### src/rtl/stall_counter_bank_if.sv
// Read port for the stall counter bank: one valid/ready request channel that carries an index,
// and one valid/ready response channel that carries the snapshot value and an error flag.
interface stall_counter_bank_if #(
    parameter int unsigned CNT_WIDTH = 32,
    parameter int unsigned IDX_WIDTH = 5
);
    logic                 rd_req_valid;
    logic                 rd_req_ready;
    logic [IDX_WIDTH-1:0] rd_req_idx;
    logic                 rd_resp_valid;
    logic                 rd_resp_ready;
    logic [CNT_WIDTH-1:0] rd_resp_data;
    logic                 rd_resp_err;

    modport master (
        output rd_req_valid, rd_req_idx, rd_resp_ready,
        input  rd_req_ready, rd_resp_valid, rd_resp_data, rd_resp_err
    );

    modport slave (
        input  rd_req_valid, rd_req_idx, rd_resp_ready,
        output rd_req_ready, rd_resp_valid, rd_resp_data, rd_resp_err
    );
endinterface

### src/rtl/stall_counter_bank.sv
// Saturating per-cause stall counters plus an enabled-cycle counter. A snapshot bank holds frozen
// copies, and the read port returns snapshot entries one request at a time.
module stall_counter_bank #(
    parameter int unsigned NUM_EVENTS = 16,
    parameter int unsigned CNT_WIDTH  = 32,
    parameter int unsigned IDX_WIDTH  = 5
) (
    input  logic                  clk,
    input  logic                  rst,
    input  logic                  enable,
    input  logic [NUM_EVENTS-1:0] event_vec,
    input  logic                  clear,
    input  logic                  snap,
    stall_counter_bank_if.slave   bus,
    output logic [NUM_EVENTS:0]   overflow
);
    localparam int unsigned NUM_CNT = NUM_EVENTS + 1;

    typedef enum logic {StIdle, StResp} state_e;

    state_e               state_q, state_d;
    logic [CNT_WIDTH-1:0] live_q [NUM_CNT];
    logic [CNT_WIDTH-1:0] live_d [NUM_CNT];
    logic [CNT_WIDTH-1:0] snap_q [NUM_CNT];
    logic [NUM_CNT-1:0]   ovf_q, ovf_d, inc;
    logic [CNT_WIDTH-1:0] resp_data_q, resp_sel;
    logic                 resp_err_q, idx_ok, accept;

    // Top bit is the cycle counter, which counts every enabled cycle.
    assign inc = {1'b1, event_vec} & {NUM_CNT{enable}};

    always_comb begin
        ovf_d = ovf_q;
        for (int k = 0; k < NUM_CNT; k++) begin
            live_d[k] = live_q[k];
            if (clear) begin
                live_d[k] = '0;
                ovf_d[k]  = 1'b0;
            end else if (inc[k]) begin
                if (&live_q[k]) begin
                    ovf_d[k] = 1'b1;
                end else begin
                    live_d[k] = live_q[k] + CNT_WIDTH'(1);
                end
            end
        end
    end

    // Snapshot takes the pre-edge live values, so snap with clear is an atomic read-and-reset.
    always_ff @(posedge clk or posedge rst) begin
        if (rst) begin
            for (int k = 0; k < NUM_CNT; k++) begin
                live_q[k] <= '0;
                snap_q[k] <= '0;
            end
            ovf_q <= '0;
        end else begin
            for (int k = 0; k < NUM_CNT; k++) begin
                live_q[k] <= live_d[k];
                if (snap) begin
                    snap_q[k] <= live_q[k];
                end
            end
            ovf_q <= ovf_d;
        end
    end

    assign idx_ok = bus.rd_req_idx <= IDX_WIDTH'(NUM_EVENTS);

    always_comb begin
        resp_sel = '0;
        for (int k = 0; k < NUM_CNT; k++) begin
            if (bus.rd_req_idx == IDX_WIDTH'(k)) begin
                resp_sel = snap_q[k];
            end
        end
    end

    always_comb begin
        state_d = state_q;
        accept  = 1'b0;
        unique case (state_q)
            StIdle: begin
                if (bus.rd_req_valid) begin
                    accept  = 1'b1;
                    state_d = StResp;
                end
            end
            StResp: begin
                if (bus.rd_resp_ready) begin
                    state_d = StIdle;
                end
            end
            default: state_d = StIdle;
        endcase
    end

    always_ff @(posedge clk or posedge rst) begin
        if (rst) begin
            state_q     <= StIdle;
            resp_data_q <= '0;
            resp_err_q  <= 1'b0;
        end else begin
            state_q <= state_d;
            if (accept) begin
                resp_data_q <= idx_ok ? resp_sel : '0;
                resp_err_q  <= ~idx_ok;
            end
        end
    end

    assign bus.rd_req_ready  = (state_q == StIdle) && !rst;
    assign bus.rd_resp_valid = (state_q == StResp);
    assign bus.rd_resp_data  = resp_data_q;
    assign bus.rd_resp_err   = resp_err_q;
    assign overflow          = ovf_q;
endmodule

### src/flat_wrapper.sv
// flat-port wrapper written by rule: the top's interface ports become plain ports
module stall_counter_bank_flat 
#(
    parameter int unsigned NUM_EVENTS = 16,
    parameter int unsigned CNT_WIDTH  = 32,
    parameter int unsigned IDX_WIDTH  = 5
)
  (clk, rst, enable, event_vec, clear, snap, overflow, bus_rd_req_valid, bus_rd_req_idx, bus_rd_resp_ready, bus_rd_req_ready, bus_rd_resp_valid, bus_rd_resp_data, bus_rd_resp_err);
  stall_counter_bank_if #(.CNT_WIDTH(CNT_WIDTH), .IDX_WIDTH(IDX_WIDTH)) bus_i ();
  input  logic clk;
  input  logic rst;
  input  logic enable;
  input  logic [NUM_EVENTS-1:0] event_vec;
  input  logic clear;
  input  logic snap;
  output logic [NUM_EVENTS:0] overflow;
  input wire logic [$bits(bus_i.rd_req_valid)-1:0] bus_rd_req_valid;
  input wire logic [$bits(bus_i.rd_req_idx)-1:0] bus_rd_req_idx;
  input wire logic [$bits(bus_i.rd_resp_ready)-1:0] bus_rd_resp_ready;
  output wire logic [$bits(bus_i.rd_req_ready)-1:0] bus_rd_req_ready;
  output wire logic [$bits(bus_i.rd_resp_valid)-1:0] bus_rd_resp_valid;
  output wire logic [$bits(bus_i.rd_resp_data)-1:0] bus_rd_resp_data;
  output wire logic [$bits(bus_i.rd_resp_err)-1:0] bus_rd_resp_err;
  assign bus_i.rd_req_valid = bus_rd_req_valid;
  assign bus_i.rd_req_idx = bus_rd_req_idx;
  assign bus_i.rd_resp_ready = bus_rd_resp_ready;
  assign bus_rd_req_ready = bus_i.rd_req_ready;
  assign bus_rd_resp_valid = bus_i.rd_resp_valid;
  assign bus_rd_resp_data = bus_i.rd_resp_data;
  assign bus_rd_resp_err = bus_i.rd_resp_err;
  stall_counter_bank #(.NUM_EVENTS(NUM_EVENTS), .CNT_WIDTH(CNT_WIDTH), .IDX_WIDTH(IDX_WIDTH)) u_core (.clk(clk), .rst(rst), .enable(enable), .event_vec(event_vec), .clear(clear), .snap(snap), .bus(bus_i), .overflow(overflow));
endmodule
### config.mk
export PLATFORM = sky130hd
export DESIGN_NAME = stall_counter_bank_flat
export DESIGN_NICKNAME = d
export VERILOG_FILES = /design/src/rtl/stall_counter_bank_if.sv /design/src/rtl/stall_counter_bank.sv /design/src/flat_wrapper.sv
export SDC_FILE = /design/constraint.sdc
export NUM_CORES = 2
export LEC_CHECK = 0
export CAP_MARGIN = 20
export CORE_ASPECT_RATIO = 0.7
export CORE_MARGIN = 1.5
export CORE_UTILIZATION = 50
export DETAILED_ROUTE_END_ITERATION = 16
export PLACE_DENSITY_LB_ADDON = 0.25
export SYNTH_ARGS = -nofsm -noshare
export SYNTH_HDL_FRONTEND = slang
export SYNTH_SLANG_ARGS = --single-unit
### constraint.sdc
create_clock -name clk -period 83.3 [get_ports clk]
set_input_delay 16.66 -clock clk [delete_from_list [all_inputs] [get_ports clk]]
set_output_delay 16.66 -clock clk [all_outputs]
set_load 0.03 [all_outputs]
**Word-level counts from Yosys, hierarchy flattened**

Index checks and enable logic that the tools add are counted.
W data, S select, Z words.

- Add/subtract/negate cells: 17
- Order comparisons: 1
- Equality and inequality tests: 33
- Muxes and demuxes: 124
- Bitwise gates (word level): 3
- Reduce and logical (&&, ||, !) cells: 88

Operators with widths:

| cell | count |
|---|---|
| $mux W32 | 69 |
| $add A32 B1 Y32 const B | 17 |
| $reduce_and A32 Y1 | 17 |
| $reduce_and A2 Y1 | 34 |
| $reduce_bool A2 Y1 | 34 |
| $mux W1 | 54 |
| $eq A5 B4 Y1 const B | 8 |
| $ne A2 B2 Y1 const B | 17 |
| $eq A5 B3 Y1 const B | 4 |
| $and A17 B17 Y17 | 1 |
| $eq A5 B2 Y1 const B | 2 |
| $eq A5 B1 Y1 const B | 1 |
| $eq A5 B5 Y1 const B | 1 |
| $le A5 B5 Y1 const B | 1 |
| $logic_not A5 Y1 | 1 |
| $not A1 Y1 | 2 |
| $pmux W1 S2 | 1 |
| $logic_and A1 B1 Y1 | 1 |
| $logic_not A1 Y1 | 1 |

- Register bits after elaboration: 1139
- Output and inout port bits: 52
- Logic and storage cells: 320

**Depth between registers and ports, before layout**

- Depth after elaboration: 19
- Gate-level depth with buffers: 10
- Depth with buffers taken out: 7

**Least setup slack after synthesis**

No wires, ideal clock.

- Kind: input port to output port
- Start: input rst
- End: output bus_rd_req_ready
- Arrival: 17.073 ns
- Data required time: 66.640 ns
- Setup slack: 49.567 ns
- Stages: 1
- Path buffers: 0
- Path through: nor2_1

- Word-level cells in the longest chain between the ends: 2

Ends and longest elaborated chain:

| what | line | text |
|---|---|---|
| start, declared | flat_wrapper.sv:11 | `input logic rst;` |
| $logic_not A1 Y1 (no line) | -- |  |
| $logic_and A1 B1 Y1 | stall_counter_bank.sv:112 | `assign bus.rd_req_ready = (state_q == StIdle) && !rst;` |
| end, declared | flat_wrapper.sv:20 | `output wire logic [$bits(bus_i.rd_req_ready)-1:0] bus_rd_req_ready;` |

No other way between the ends.

**Final worst setup path**

Same ends and word-level chain as after synthesis.

==> flow_metrics.tcl <==
set metrics [dict create \
    outcome "finished clean" \
    synth_seq_area_share_pct 51.9 \
    wirelength_microns 173000 \
    yosys.area.top_type "dfrtp_1" \
    drt_iter0_markers 6024 \
    rows 101 \
    clk_latency_ns 0.74 \
    synth-async-reset-ratio_pct 100 \
    final_cell_area_sq_um 60900 \
    dieArea_sq_um 112000 \
    drive_gt1_share_pct 16.7 \
    end_kind "output port" \
    cap_violations 0 \
    tightestPinTransition_ns 1.09 \
    clockPowerShare_pct 44.9 \
    finalCritPeriodShare_pct 41.7 \
    ys_types 89 \
    drv_slew 0 \
    ctsResizeCount 0 \
    cts_buffer_depth 3 \
    io_buffers 79 \
    hold_violations 0 \
    crit_arrival_ns 18.03 \
    power.leakage_nw 26.4 \
    skew_ns 0.0330 \
    place_hpwl_microns 123000 \
    cts_setup_buffers 0 \
    num_vias 42800 \
    hold_ws_ns 0.495 \
    cts_tree "done" \
    syn_avg_cell_area_sq_um 10.6 \
    ctsHtreeMaxLevel 3 \
    cts_buffers 109 \
    placed_area_sq_um 57100 \
    die_w_microns 399 \
    ant_nets 0 \
    period_needed_ns 34.69 \
    share_seq_of_total_power_pct 49.2 \
    cp_max_fo 2 \
    syn_nets 5213 \
    fin_ws_ns 48.61 \
    crit_required_ns 66.64 \
    grt.overflow.total 0 \
    start_kind "input pin" \
    p_comb_share_pct 6.0 \
    synthTopCellsByArea "dfrtp_1, mux2_2, nor2_1" \
    ys.flop_type "dfrtp_1" \
    coreArea_sq_um 109000 \
    hold_path.startpoint "u_core.overflow[2]$_DFFE_PP0P_" \
    internal_power_mw 0.866 \
    hp-class "register to register" \
    synth_common_cells "dfrtp_1, nor2_1, mux2_2" \
    nets 5215 \
    antenna_found_initial 12 \
    start_util_pct 50.6 \
    area_delta_synth_final_pct 10.7 \
    track_usage_pct 30.8 \
    synth_edf_count 0 \
    ys_ff_latch 1139 \
    dr.pass1.iters 9 \
    dp_slack_ns 48.58 \
    slew_headroom_pct 27.1 \
    crit-reg2reg-launch "u_core.live_q[192]$_DFFE_PP0P_" \
    gp_congestion 1.02 \
    first_global_vias 39300 \
    ff2ff_path_depth 7 \
    clock-sinks 1139 \
    synth.cell_area_sq_um 55000 \
    synth_top_area_share_pct 51.9 \
    root_buffer "clkbuf_16" \
    clk_pin_slew_worst_paths_ns 0.06 \
    sw_frac_of_total_pct 24.4 \
    setup_tns_ns 0 \
    grt_max_degree 171 \
    p_sw_mw 0.280 \
    critical_path_class "input pin to output port" \
    ys_warn_count 0 \
    hold_depth 2 \
    powerDensity_nw_per_um2 18.8 \
    post_drt_wl_per_cell_microns 25.8 \
    postCtsHoldBufs 0 \
    rsz0062_at_grt "false" \
    synth.most_common_cell "dfrtp_1" \
    fmax_mhz 28.8 \
    viasPerCell 6.38 \
    peakVddDrop_uv 16.0 \
    setup_viol 0 \
    grt_pass1_wl_microns 259000 \
    synthCells 5168 \
    startpoint "rst" \
    io_pins 80 \
    drc_errors 0 \
    die_y_microns 280 \
]
==> cell usage in the layout (no fill, tap or decap), types with 12 or more instances in the layout <==
cell,netlist,layout
or3_1,96,96
inv_1,73,72
and2_1,24,24
xor2_1,181,181
ha_1,17,17
o22ai_1,20,20
o221ai_1,21,21
xnor2_1,234,234
nand2_1,289,289
nor2_1,609,606
or2_2,19,19
a221oi_1,47,47
nand4_1,168,168
clkbuf_8,0,28
and4_1,84,84
o211ai_1,25,25
nor2b_1,17,15
o21ai_0,181,181
buf_4,1,61
nand2b_1,16,15
clkdlybuf4s50_1,0,72
clkinv_2,0,30
a221o_1,15,15
nor4_1,51,51
clkbuf_1,216,20
nand3_1,204,204
a222oi_1,12,12
or4_1,14,14
a22oi_1,44,44
dfrtp_1,1139,1139
nor3b_1,19,19
clkbuf_16,0,111
a211oi_1,26,26
a21oi_1,192,192
and3_1,93,93
nor3_1,185,184
mux2i_1,28,28
a31oi_1,36,36
mux2_2,546,546
==> critical path, stage by stage <==
cell and delay, ns:
clkdlybuf4s50_1 0.52, nor2_1 0.17, clkdlybuf4s50_1 0.69
==> kinds of logic (layout without fill, tap and decap cells) <==
family / after synthesis / in the layout / synth area share, %
AOI/OAI and AO/OA: 752 / 752 / 9.11
xor gates and xnor gates: 415 / 415 / 6.61
adders and majority gates: 17 / 17 / 0.387
buffers and inverters: 331 / 426 / 2.33
DFF: 1139 / 1139 / 51.9
muxes: 574 / 574 / 11.7
other: 0 / 3 / 0
and+or+nand+nor: 1940 / 1940 / 18.0
==> routing by layer <==
metal  global-route usage, %  vias to the layer above  wire length [microns]
met3                    8.31                      308                  19500
met4                    8.68                        6                   5360
met2                    40.7                     2038                  68600
met5                       0                        -                     40
met1                    48.5                    21700                  79300
li1                        -                    18800                      -
==> stage by stage <==
stage	power [mW]	cells	utilization [%]
after floorplan	0.615	5168	-
after global placement	0.640	6498	52.6
after detailed placement	0.641	6499	52.6
after CTS	1.15	6703	56.0
after global routing	1.18	6705	56.0
final	1.15	6708	56.0
==> registers in the layout (all words and copies together) (netlist names) <==
name,flops
u_core.live_q,544
u_core.snap_q,544
u_core.bus.rd_resp_data,32
u_core.overflow,17
u_core.bus.rd_resp_err,1
u_core.bus.rd_resp_valid,1
==> power groups by stage <==
| stage | Clock [mW] | Combinational, mW | Sequential, mW |
|---|---|---|---|
| detailed placement | 0 | 0.0674 | 0.574 |
| finish | 0.514 | 0.0683 | 0.563 |
| CTS | 0.520 | 0.0675 | 0.563 |
| global route | 0.543 | 0.0729 | 0.563 |
| global placement | 0 | 0.0669 | 0.574 |
| floorplan | 0 | 0.0390 | 0.576 |
==> path summary, 6_finish.rpt <==
kind,endpoint,slack [ns]
worst max-delay path,bus_rd_req_ready,48.61
worst min-delay path,u_core.overflow[2]$_DFFE_PP0P_,0.50
max in group asynchronous,u_core.live_q[263]$_DFFE_PP0P_,63.04
worst min register to register,u_core.overflow[2]$_DFFE_PP0P_,0.50
min in group asynchronous,u_core.snap_q[542]$_DFFE_PP0P_,16.54
worst max register to register,u_core.live_q[211]$_DFFE_PP0P_,80.04
==> final cells by class <==
class                           instances  area [sq um]
Antenna cell                            3          7.51
Clock buffer                          159          3240
Clock inverter                         45           437
Fill cell                            9292         47800
Inverter                               76           293
Multi-Input combinational cell       3698         25200
Sequential cell                      1139         28500
Tap cell                             1442          1800
Timing Repair Buffer                  146          1350
Note: power is estimated with default switching activity, not from simulation.
